[src/rtl/fft_sdf_sequencer_if.sv]
// rtl/fft_sdf_sequencer_if.sv - handshake/status bundle between the SDF FFT sequencer and its user
// Carries out_idx only when FFT_OUT_INDEX_EN is defined.
interface fft_sdf_sequencer_if #(
  parameter int LOG2N = 5
);
  logic               in_valid;
  logic               in_ready;
  logic [2*LOG2N-1:0] stage_state;
  logic               out_valid;
  logic               frame_start;
  logic               busy;
  logic               frame_err;
  logic               err_clr;
`ifdef FFT_OUT_INDEX_EN
  logic [LOG2N-1:0]   out_idx;
`endif

  modport master (
    output in_valid,
    output err_clr,
    input  in_ready,
    input  stage_state,
    input  out_valid,
    input  frame_start,
    input  busy,
    input  frame_err
`ifdef FFT_OUT_INDEX_EN
    , input out_idx
`endif
  );

  modport slave (
    input  in_valid,
    input  err_clr,
    output in_ready,
    output stage_state,
    output out_valid,
    output frame_start,
    output busy,
    output frame_err
`ifdef FFT_OUT_INDEX_EN
    , output out_idx
`endif
  );
endinterface

[src/rtl/fft_sdf_sequencer.sv]
// rtl/fft_sdf_sequencer.sv - butterfly-state, valid-chain and flow-control sequencer for a radix-2 SDF FFT
// Optional FFT_OUT_INDEX_EN adds out_idx, the bit-reversed output counter (natural bin index).
module fft_sdf_sequencer #(
  parameter int N     = 32,
  parameter int LOG2N = 5
) (
  input  logic               clk,
  input  logic               rst,
  fft_sdf_sequencer_if.slave bus
);

  typedef enum logic [1:0] {
    ST_IDLE    = 2'b00,
    ST_FIRST   = 2'b01,
    ST_SECOND  = 2'b10,
    ST_WAITING = 2'b11
  } bf_state_e;

  typedef enum logic [1:0] {
    IN_IDLE,
    IN_STREAM,
    IN_PAD,
    IN_GAP
  } in_state_e;

  // Gap state covers N/2-1 cycles; the cycle that detects stream end is the first gap cycle.
  localparam logic [LOG2N-2:0] GAP_LOAD = (LOG2N-1)'(N/2 - 2);

  in_state_e        in_state_q, in_state_d;
  logic [LOG2N-1:0] in_cnt_q, in_cnt_d;
  logic [LOG2N-2:0] gap_cnt_q, gap_cnt_d;
  logic             rdy;
  logic             v0_in;
  logic             err_set;
  logic             frame_err_q, frame_err_d;

  logic [LOG2N:0]   v_q;
  logic [LOG2N-1:0] stage_out_v;
  logic [LOG2N-1:0] stage_v_in;
  logic [LOG2N-1:0] stage_act;
  logic [2*LOG2N-1:0] state_flat;

  logic             out_valid;
  logic [LOG2N-1:0] ocnt_q, ocnt_d;

  always_comb begin
    in_state_d = in_state_q;
    in_cnt_d   = in_cnt_q;
    gap_cnt_d  = gap_cnt_q;
    rdy        = 1'b1;
    v0_in      = 1'b0;
    err_set    = 1'b0;
    case (in_state_q)
      IN_IDLE: begin
        if (bus.in_valid) begin
          v0_in      = 1'b1;
          in_cnt_d   = LOG2N'(1);
          in_state_d = IN_STREAM;
        end
      end
      IN_STREAM: begin
        if (bus.in_valid) begin
          v0_in    = 1'b1;
          in_cnt_d = in_cnt_q + LOG2N'(1);
        end else if (in_cnt_q == '0) begin
          rdy        = 1'b0;
          gap_cnt_d  = GAP_LOAD;
          in_state_d = IN_GAP;
        end else begin
          // Short frame: keep the pipeline sequencing with junk up to the frame boundary.
          err_set    = 1'b1;
          v0_in      = 1'b1;
          in_cnt_d   = in_cnt_q + LOG2N'(1);
          in_state_d = IN_PAD;
        end
      end
      IN_PAD: begin
        rdy     = 1'b0;
        err_set = bus.in_valid;
        if (in_cnt_q == '0) begin
          gap_cnt_d  = GAP_LOAD;
          in_state_d = IN_GAP;
        end else begin
          v0_in    = 1'b1;
          in_cnt_d = in_cnt_q + LOG2N'(1);
        end
      end
      IN_GAP: begin
        rdy     = 1'b0;
        err_set = bus.in_valid;
        if (gap_cnt_q == '0) begin
          in_state_d = IN_IDLE;
        end else begin
          gap_cnt_d = gap_cnt_q - (LOG2N-1)'(1);
        end
      end
      default: in_state_d = IN_IDLE;
    endcase
  end

  always_comb begin
    frame_err_d = frame_err_q;
    if (err_set) begin
      frame_err_d = 1'b1;
    end else if (bus.err_clr) begin
      frame_err_d = 1'b0;
    end
  end

  always_ff @(posedge clk or posedge rst) begin
    if (rst) begin
      in_state_q  <= IN_IDLE;
      in_cnt_q    <= '0;
      gap_cnt_q   <= '0;
      frame_err_q <= 1'b0;
    end else begin
      in_state_q  <= in_state_d;
      in_cnt_q    <= in_cnt_d;
      gap_cnt_q   <= gap_cnt_d;
      frame_err_q <= frame_err_d;
    end
  end

  // Stage k reacts to the valid that is being registered into v_q[k], so its state lines up with v_q[k].
  assign stage_v_in = {stage_out_v[LOG2N-2:0], v0_in};

  for (genvar k = 0; k < LOG2N; k++) begin : g_stage
    localparam int D  = N >> (k + 1);
    localparam int CW = (LOG2N - k - 1 > 0) ? (LOG2N - k - 1) : 1;
    localparam logic [CW-1:0] CNT_LAST = CW'(D - 1);

    bf_state_e st_q, st_d;
    logic [CW-1:0] cnt_q, cnt_d;
    logic          primed_q, primed_d;
    logic          last;

    assign last = (cnt_q == CNT_LAST);

    always_comb begin
      st_d     = st_q;
      cnt_d    = last ? '0 : cnt_q + CW'(1);
      primed_d = primed_q;
      case (st_q)
        ST_IDLE: begin
          cnt_d = '0;
          if (stage_v_in[k]) begin
            st_d = ST_WAITING;
          end
        end
        ST_WAITING: begin
          if (last) begin
            st_d     = ST_FIRST;
            primed_d = 1'b1;
          end
        end
        ST_FIRST: begin
          if (last) begin
            st_d = ST_SECOND;
          end
        end
        ST_SECOND: begin
          if (last) begin
            if (primed_q && v_q[k]) begin
              st_d = ST_FIRST;
            end else begin
              // Flush done; a new stream may already be arriving on this exact cycle.
              primed_d = 1'b0;
              st_d     = stage_v_in[k] ? ST_WAITING : ST_IDLE;
            end
          end
        end
        default: st_d = ST_IDLE;
      endcase
    end

    always_ff @(posedge clk or posedge rst) begin
      if (rst) begin
        st_q     <= ST_IDLE;
        cnt_q    <= '0;
        primed_q <= 1'b0;
      end else begin
        st_q     <= st_d;
        cnt_q    <= cnt_d;
        primed_q <= primed_d;
      end
    end

    assign stage_out_v[k]     = (st_q == ST_FIRST) || (st_q == ST_SECOND);
    assign stage_act[k]       = (st_q != ST_IDLE) || primed_q;
    assign state_flat[2*k +: 2] = st_q;
  end

  always_ff @(posedge clk or posedge rst) begin
    if (rst) begin
      v_q    <= '0;
      ocnt_q <= '0;
    end else begin
      v_q    <= {stage_out_v, v0_in};
      ocnt_q <= ocnt_d;
    end
  end

  assign out_valid = v_q[LOG2N];
  assign ocnt_d    = out_valid ? (ocnt_q + LOG2N'(1)) : '0;

  assign bus.in_ready    = rdy;
  assign bus.stage_state = state_flat;
  assign bus.out_valid   = out_valid;
  assign bus.frame_start = out_valid && (ocnt_q == '0);
  assign bus.busy        = (|stage_act) || (|v_q);
  assign bus.frame_err   = frame_err_q;

`ifdef FFT_OUT_INDEX_EN
  logic [LOG2N-1:0] ocnt_rev;

  always_comb begin
    ocnt_rev = '0;
    for (int i = 0; i < LOG2N; i++) begin
      ocnt_rev[i] = ocnt_q[LOG2N-1-i];
    end
  end

  assign bus.out_idx = out_valid ? ocnt_rev : '0;
`endif

endmodule

[src/flat_wrapper.sv]
// flat-port wrapper written by rule: the top's interface ports become plain ports
module fft_sdf_sequencer_flat 
#(
  parameter int N     = 32,
  parameter int LOG2N = 5
)
  (clk, rst, bus_in_valid, bus_err_clr, bus_in_ready, bus_stage_state, bus_out_valid, bus_frame_start, bus_busy, bus_frame_err);
  fft_sdf_sequencer_if #(.LOG2N(LOG2N)) bus_i ();
  input  logic clk;
  input  logic rst;
  input wire logic [$bits(bus_i.in_valid)-1:0] bus_in_valid;
  input wire logic [$bits(bus_i.err_clr)-1:0] bus_err_clr;
  output wire logic [$bits(bus_i.in_ready)-1:0] bus_in_ready;
  output wire logic [$bits(bus_i.stage_state)-1:0] bus_stage_state;
  output wire logic [$bits(bus_i.out_valid)-1:0] bus_out_valid;
  output wire logic [$bits(bus_i.frame_start)-1:0] bus_frame_start;
  output wire logic [$bits(bus_i.busy)-1:0] bus_busy;
  output wire logic [$bits(bus_i.frame_err)-1:0] bus_frame_err;
  assign bus_i.in_valid = bus_in_valid;
  assign bus_i.err_clr = bus_err_clr;
  assign bus_in_ready = bus_i.in_ready;
  assign bus_stage_state = bus_i.stage_state;
  assign bus_out_valid = bus_i.out_valid;
  assign bus_frame_start = bus_i.frame_start;
  assign bus_busy = bus_i.busy;
  assign bus_frame_err = bus_i.frame_err;
  fft_sdf_sequencer #(.N(N), .LOG2N(LOG2N)) u_core (.clk(clk), .rst(rst), .bus(bus_i));
endmodule
[config.mk]
export PLATFORM = sky130hd
export DESIGN_NAME = fft_sdf_sequencer_flat
export DESIGN_NICKNAME = d
export VERILOG_FILES = /design/src/rtl/fft_sdf_sequencer_if.sv /design/src/rtl/fft_sdf_sequencer.sv /design/src/flat_wrapper.sv
export SDC_FILE = /design/constraint.sdc
export NUM_CORES = 1
export LEC_CHECK = 0
export ABC_AREA = 0
export CORE_MARGIN = 2
export CORE_UTILIZATION = 64
export DETAILED_ROUTE_END_ITERATION = 8
export GPL_ROUTABILITY_DRIVEN = 0
export PLACE_DENSITY = 0.85
export SLEW_MARGIN = 20
export SYNTH_ARGS = -nofsm -noshare
export SYNTH_HDL_FRONTEND = slang
export SYNTH_SLANG_ARGS = --single-unit
[constraint.sdc]
create_clock -name clk -period 3.5 [get_ports clk]
set_clock_uncertainty 0.1 [all_clocks]
set_input_delay 0.7 -clock clk [delete_from_list [all_inputs] [get_ports clk]]
set_output_delay 0.7 -clock clk [all_outputs]
set_load 0.01 [all_outputs]
Yosys cells after proc, flatten, opt, wreduce, memory -nomap -nowiden
Cells that the tools add are included.

storage, ports and cells
  register bits after elaboration = 49
  input port bits = 4
  output and inout port bits = 15
  word-level logic and storage cells = 224

cells by class
  add/subtract/negate cells = 8
  equality and inequality tests = 51
  muxes and demuxes = 89
  reduce and logical (&&, ||, !) cells = 55

operators with widths
  operator               count
  $mux W2                36
  $pmux W2 S4            6
  $reduce_and A4 Y1      11
  $ne A2 B1 Y1 const B   19
  $eq A2 B2 Y1 const B   13
  $mux W1                26
  $ne A2 B2 Y1 const B   11
  $reduce_bool A2 Y1     11
  $mux W4                5
  $mux W5                4
  $pmux W5 S3            1
  $pmux W1 S2            7
  $eq A2 B1 Y1 const B   6
  $logic_not A2 Y1       6
  $pmux W4 S3            1
  $logic_or A1 B1 Y1     11
  $add A5 B1 Y5 const B  2
  $logic_not A5 Y1       2
  $logic_and A1 B1 Y1    6
  $mux W3                2
  $reduce_bool A3 Y1     2
  $reduce_or A6 Y1       1
  $reduce_or A5 Y1       1
  $add A4 B1 Y4 const B  1
  other kinds (11)       12

Longest topological paths before layout
  depth in word-level cells = 8
  mapped depth = 7
  mapped depth without buffers = 6

Worst setup path after synthesis
OpenSTA, ideal clock, no wires.

  path kind = input to register
  from = input bus_in_valid
  to = register u_core.in_state_q[0]
  data arrival time = 1953 ps
  data required time = 3270 ps
  path slack = 1317 ps
  stages = 5
  cells stage by stage = clkbuf_1 -> mux2_2 -> a221o_1 -> a2111oi_4 -> a21oi_2

on the way
  cells in the longest elaborated chain, start to end = 2
  elaborated cells on any way between the ends = 3

ends and longest elaborated chain
  item                                    RTL line                  RTL
  from (decl)                             flat_wrapper.sv:11        input wire logic [$bits(bus_i.in_valid)-1:0] bus_in_valid;
  $ne A2 B2 Y1 (no source line)           --
  $reduce_and A4 Y1 (no source line) (*)  --
  to (signal assigned)                    fft_sdf_sequencer.sv:117  in_state_q <= in_state_d;
  to (decl)                               fft_sdf_sequencer.sv:29   in_state_e in_state_q, in_state_d;

Mark *: on every way between the ends. The rest lies on a longest branch, timed or not.
A chain may end at the register's enable or synchronous reset.

Worst setup path after layout
  from = register u_core.in_cnt_q[0]
  to = output bus_in_ready

on the way
  cells in the longest elaborated chain, start to end = 4

ends and longest elaborated chain
  item                    RTL line                  RTL
  from (decl)             fft_sdf_sequencer.sv:30   logic [LOG2N-1:0] in_cnt_q, in_cnt_d;
  from (signal assigned)  fft_sdf_sequencer.sv:118  in_cnt_q <= in_cnt_d;
  $logic_not A5 Y1        fft_sdf_sequencer.sv:65   end else if (in_cnt_q == '0) begin
  $mux W1                 fft_sdf_sequencer.sv:65
  $mux W1                 fft_sdf_sequencer.sv:62   if (bus.in_valid) begin
  $pmux W1 S2             fft_sdf_sequencer.sv:53   case (in_state_q)
  to (decl)               flat_wrapper.sv:13        output wire logic [$bits(bus_i.in_ready)-1:0] bus_in_ready;

Every way passes these cells.

==> impl_metrics.ini <==
[place]
place_hpwl_mm = 3.889
dp.cells = 358
io_buffers = 18

[logic_synthesis]
synth_area_leaders = dfrtp_1 (42%), ha_1 (15%), a21oi_1 (4.2%)
async_flop_share = 1.000
syn_avg_cell_area_um2 = 9.782
syn_inst = 292
yosysTopAreaCell = dfrtp_1
synth_top_area_share = 0.4205
synth.distinct_cells = 53
synth_seq_cells = 48
ys_warn_count = 0
post-synth-top-count-cell = dfrtp_1
ys.flop_type = dfrtp_1
synthTopCellsByCount = dfrtp_1 (48), ha_1 (35), inv_1 (31)
seq_area_frac_synth = 0.4205
synth_edf_count = 0
synthesis.area_um2 = 2856
synth_nets = 331

[cts]
clk_root_buffer_cell = clkbuf_8
clock_latency_ns = 0.31
h-tree-depth = 2
cts_made_buffers = 5
ctsResizeCount = 0
tritoncts = yes
clockBufferDepth = 2
postCtsSetupBuffers = 0
clk_pin_slew_ns = 0.09
clock_sinks = 48
cts_hold_buf = 0

[routing]
first_pass_iters = 4
drc = 0
wirelength_mm = 5.502
dr.first_iter.drc_count = 157
wire_per_inst_um = 15.03
vias_per_cell = 6.022
ant_nets = 0
dr_total_vias = 2204

[worst_setup_path]
arrival_ns = 2.24
cp.required_ns = 2.70
cp-end-kind = primary output
path_buf_inv = 2
slowest_stage = or4b_1
crit_fanout = 6
slowest_delay_ns = 0.58
timing.critical_path.mode_cell = nand2_1
cp-start-kind = flop
critPathKind = reg2out
path_cells = inv_1, ha_1, or4b_1, nand2_1, nand2_1, clkdlybuf4s50_1
crit_family = simple AND/OR/NAND/NOR gates

[timing]
rsz0062_at_grt = no
final-setup-viol-count = 0
fin_setup_tns_ns = 0
slew_viol_final = 0
maxSlewHeadroom = 0.4566
tightest_slew_ns = 0.8141
fin_crit_ns = 3.041
hold_viol_final = 0
finalCritPeriodShare = 0.8689
fmax_mhz = 328.8

[pwr]
seqPwrFrac = 0.320
pwr-share-clk = 0.123
p_switching_w = 0.001397
ir_drop_mv = 0.6266
power.leakage_nw = 1.442
comb_power_share = 0.557
swShare = 0.4347
p_int_w = 0.001817
p_per_area_nw_per_um2 = 1005
fin_total_pwr_w = 0.003214

[global_routing]
grt_pass1_wl_mm = 9.653
grt_pass1_vias = 2189
grtUsageMet1 = 0.3079
grt.busiest_layer = met2
grt_util_all_layers = 0.2419
grt_start_max_net_pins = 49
gr-usage-met3 = 0.06125
antenna_found_initial = 0
gr-total-overflow = 0
use_met2 = 0.3925

[final_layout]
drive_gt1_frac = 0.06051
fillers = 329
antenna_cells = 0
syn2layout_area_growth_pct = 11.96
layout.nets = 352
fin_cells = 366

[floorplan]
fp.coreArea_um2 = 4324
die_h_um = 70.81
dieArea_um2 = 5013
die_x_um = 70.81
num_io_pins = 19
start_util = 0.6606
num_rows = 24

[run_status]
status = finished, final reports clean

[hold_path]
hold_path.class = reg2reg

[run]
cap_violations = 0
-- cells by family after synthesis --
group	synth area share
xor+xnor	0.01227
simple gates	0.1594
compound gates	0.1914
mux	0.01533
fa+ha+maj	0.1533
buf+inv	0.04774
flops	0.4205
-- layer usage --
| layer | routed length, um | up-vias |
|---|---|---|
| li1 | - | 1089 |
| met1 | 2530 | 1070 |
| met2 | 2686 | 32 |
| met3 | 163 | 13 |
| met4 | 122 | 0 |
| met5 | 0 | - |
-- state kept, by name, summed over array words and instances (netlist names) --
signal,flops
u_core.in_cnt_q,5
u_core.g_stage.primed_q,5
u_core.in_state_q,2
u_core.g_stage.cnt_q,10
u_core.g_stage.st_q,10
u_core.bus.frame_err,1
u_core.v_q,6
u_core.gap_cnt_q,4
u_core.ocnt_q,5
-- worst register-to-register path: cells and delay by family (launching register included) --
family	cells	cell delay (ns)
simple gates	1	0.58
compound gates	3	0.88
fa+ha+maj	1	0.16
flops	1	0.42
buf+inv	1	0.09
-- cell usage in the layout (no fill, tap or decap), drive strengths merged, types with 9 or more instances in the layout --
cell,count
ha,35
nor2,14
nand2,16
nor3,9
clkdlybuf4s50,18
dfrtp,48
inv,30
nand3,12
a21oi,25
o21ai,16
-- power groups by stage --
stage               clock network, W  logic (W)  registers [W]
floorplan                          0    0.00125        0.00101
global placement                   0    0.00169        0.00102
detailed placement                 0    0.00176        0.00103
CTS                         0.000399    0.00180        0.00103
global route                0.000421    0.00202        0.00107
finish                      0.000394    0.00179        0.00103
-- cell type report --
type	count	area, um2	area share
well taps	52	65.06	0.02034
multi-input cells	208	1519	0.4750
clock buffers	6	72.57	0.02269
clock inverters	2	35.03	0.01095
inverters	31	117.6	0.03678
repair buffers	19	187.7	0.05869
flip-flops and latches	48	1201	0.3756
-- metrics by stage --
step | util | cell area, um2 | setup WS [ns] | hold slack (ns)
floorplan | - | 2856 | 1.317 | 0.3085
global placement | 0.7144 | 3089 | 0.5616 | 0.3216
detailed placement | 0.7144 | 3089 | 0.5196 | 0.3333
CTS | 0.7393 | 3197 | 0.4519 | 0.3442
global route | 0.7396 | 3198 | 0.2824 | 0.3513
finish | 0.7396 | 3198 | 0.4588 | 0.3385
-- path summary, 6_finish.rpt --
check,depth (start not counted),start,slack [ns],to
worst max-delay path,6,u_core.in_cnt_q[0]$_DFFE_PP0P_,0.46,bus_in_ready
worst min-delay path,1,u_core.g_stage[1].cnt_q[0]$_DFF_PP0_,0.34,u_core.g_stage[1].cnt_q[0]$_DFF_PP0_
worst max register to register,6,u_core.in_cnt_q[0]$_DFFE_PP0P_,1.15,u_core.in_state_q[0]$_DFFE_PP0P_
worst min register to register,1,u_core.g_stage[1].cnt_q[0]$_DFF_PP0_,0.34,u_core.g_stage[1].cnt_q[0]$_DFF_PP0_
max in group asynchronous,2,rst,2.07,u_core.g_stage[4].primed_q$_DFFE_PP0P_
min in group asynchronous,2,rst,0.74,u_core.ocnt_q[4]$_DFF_PP0_
No activity file was read; power rests on OpenSTA's default activity.
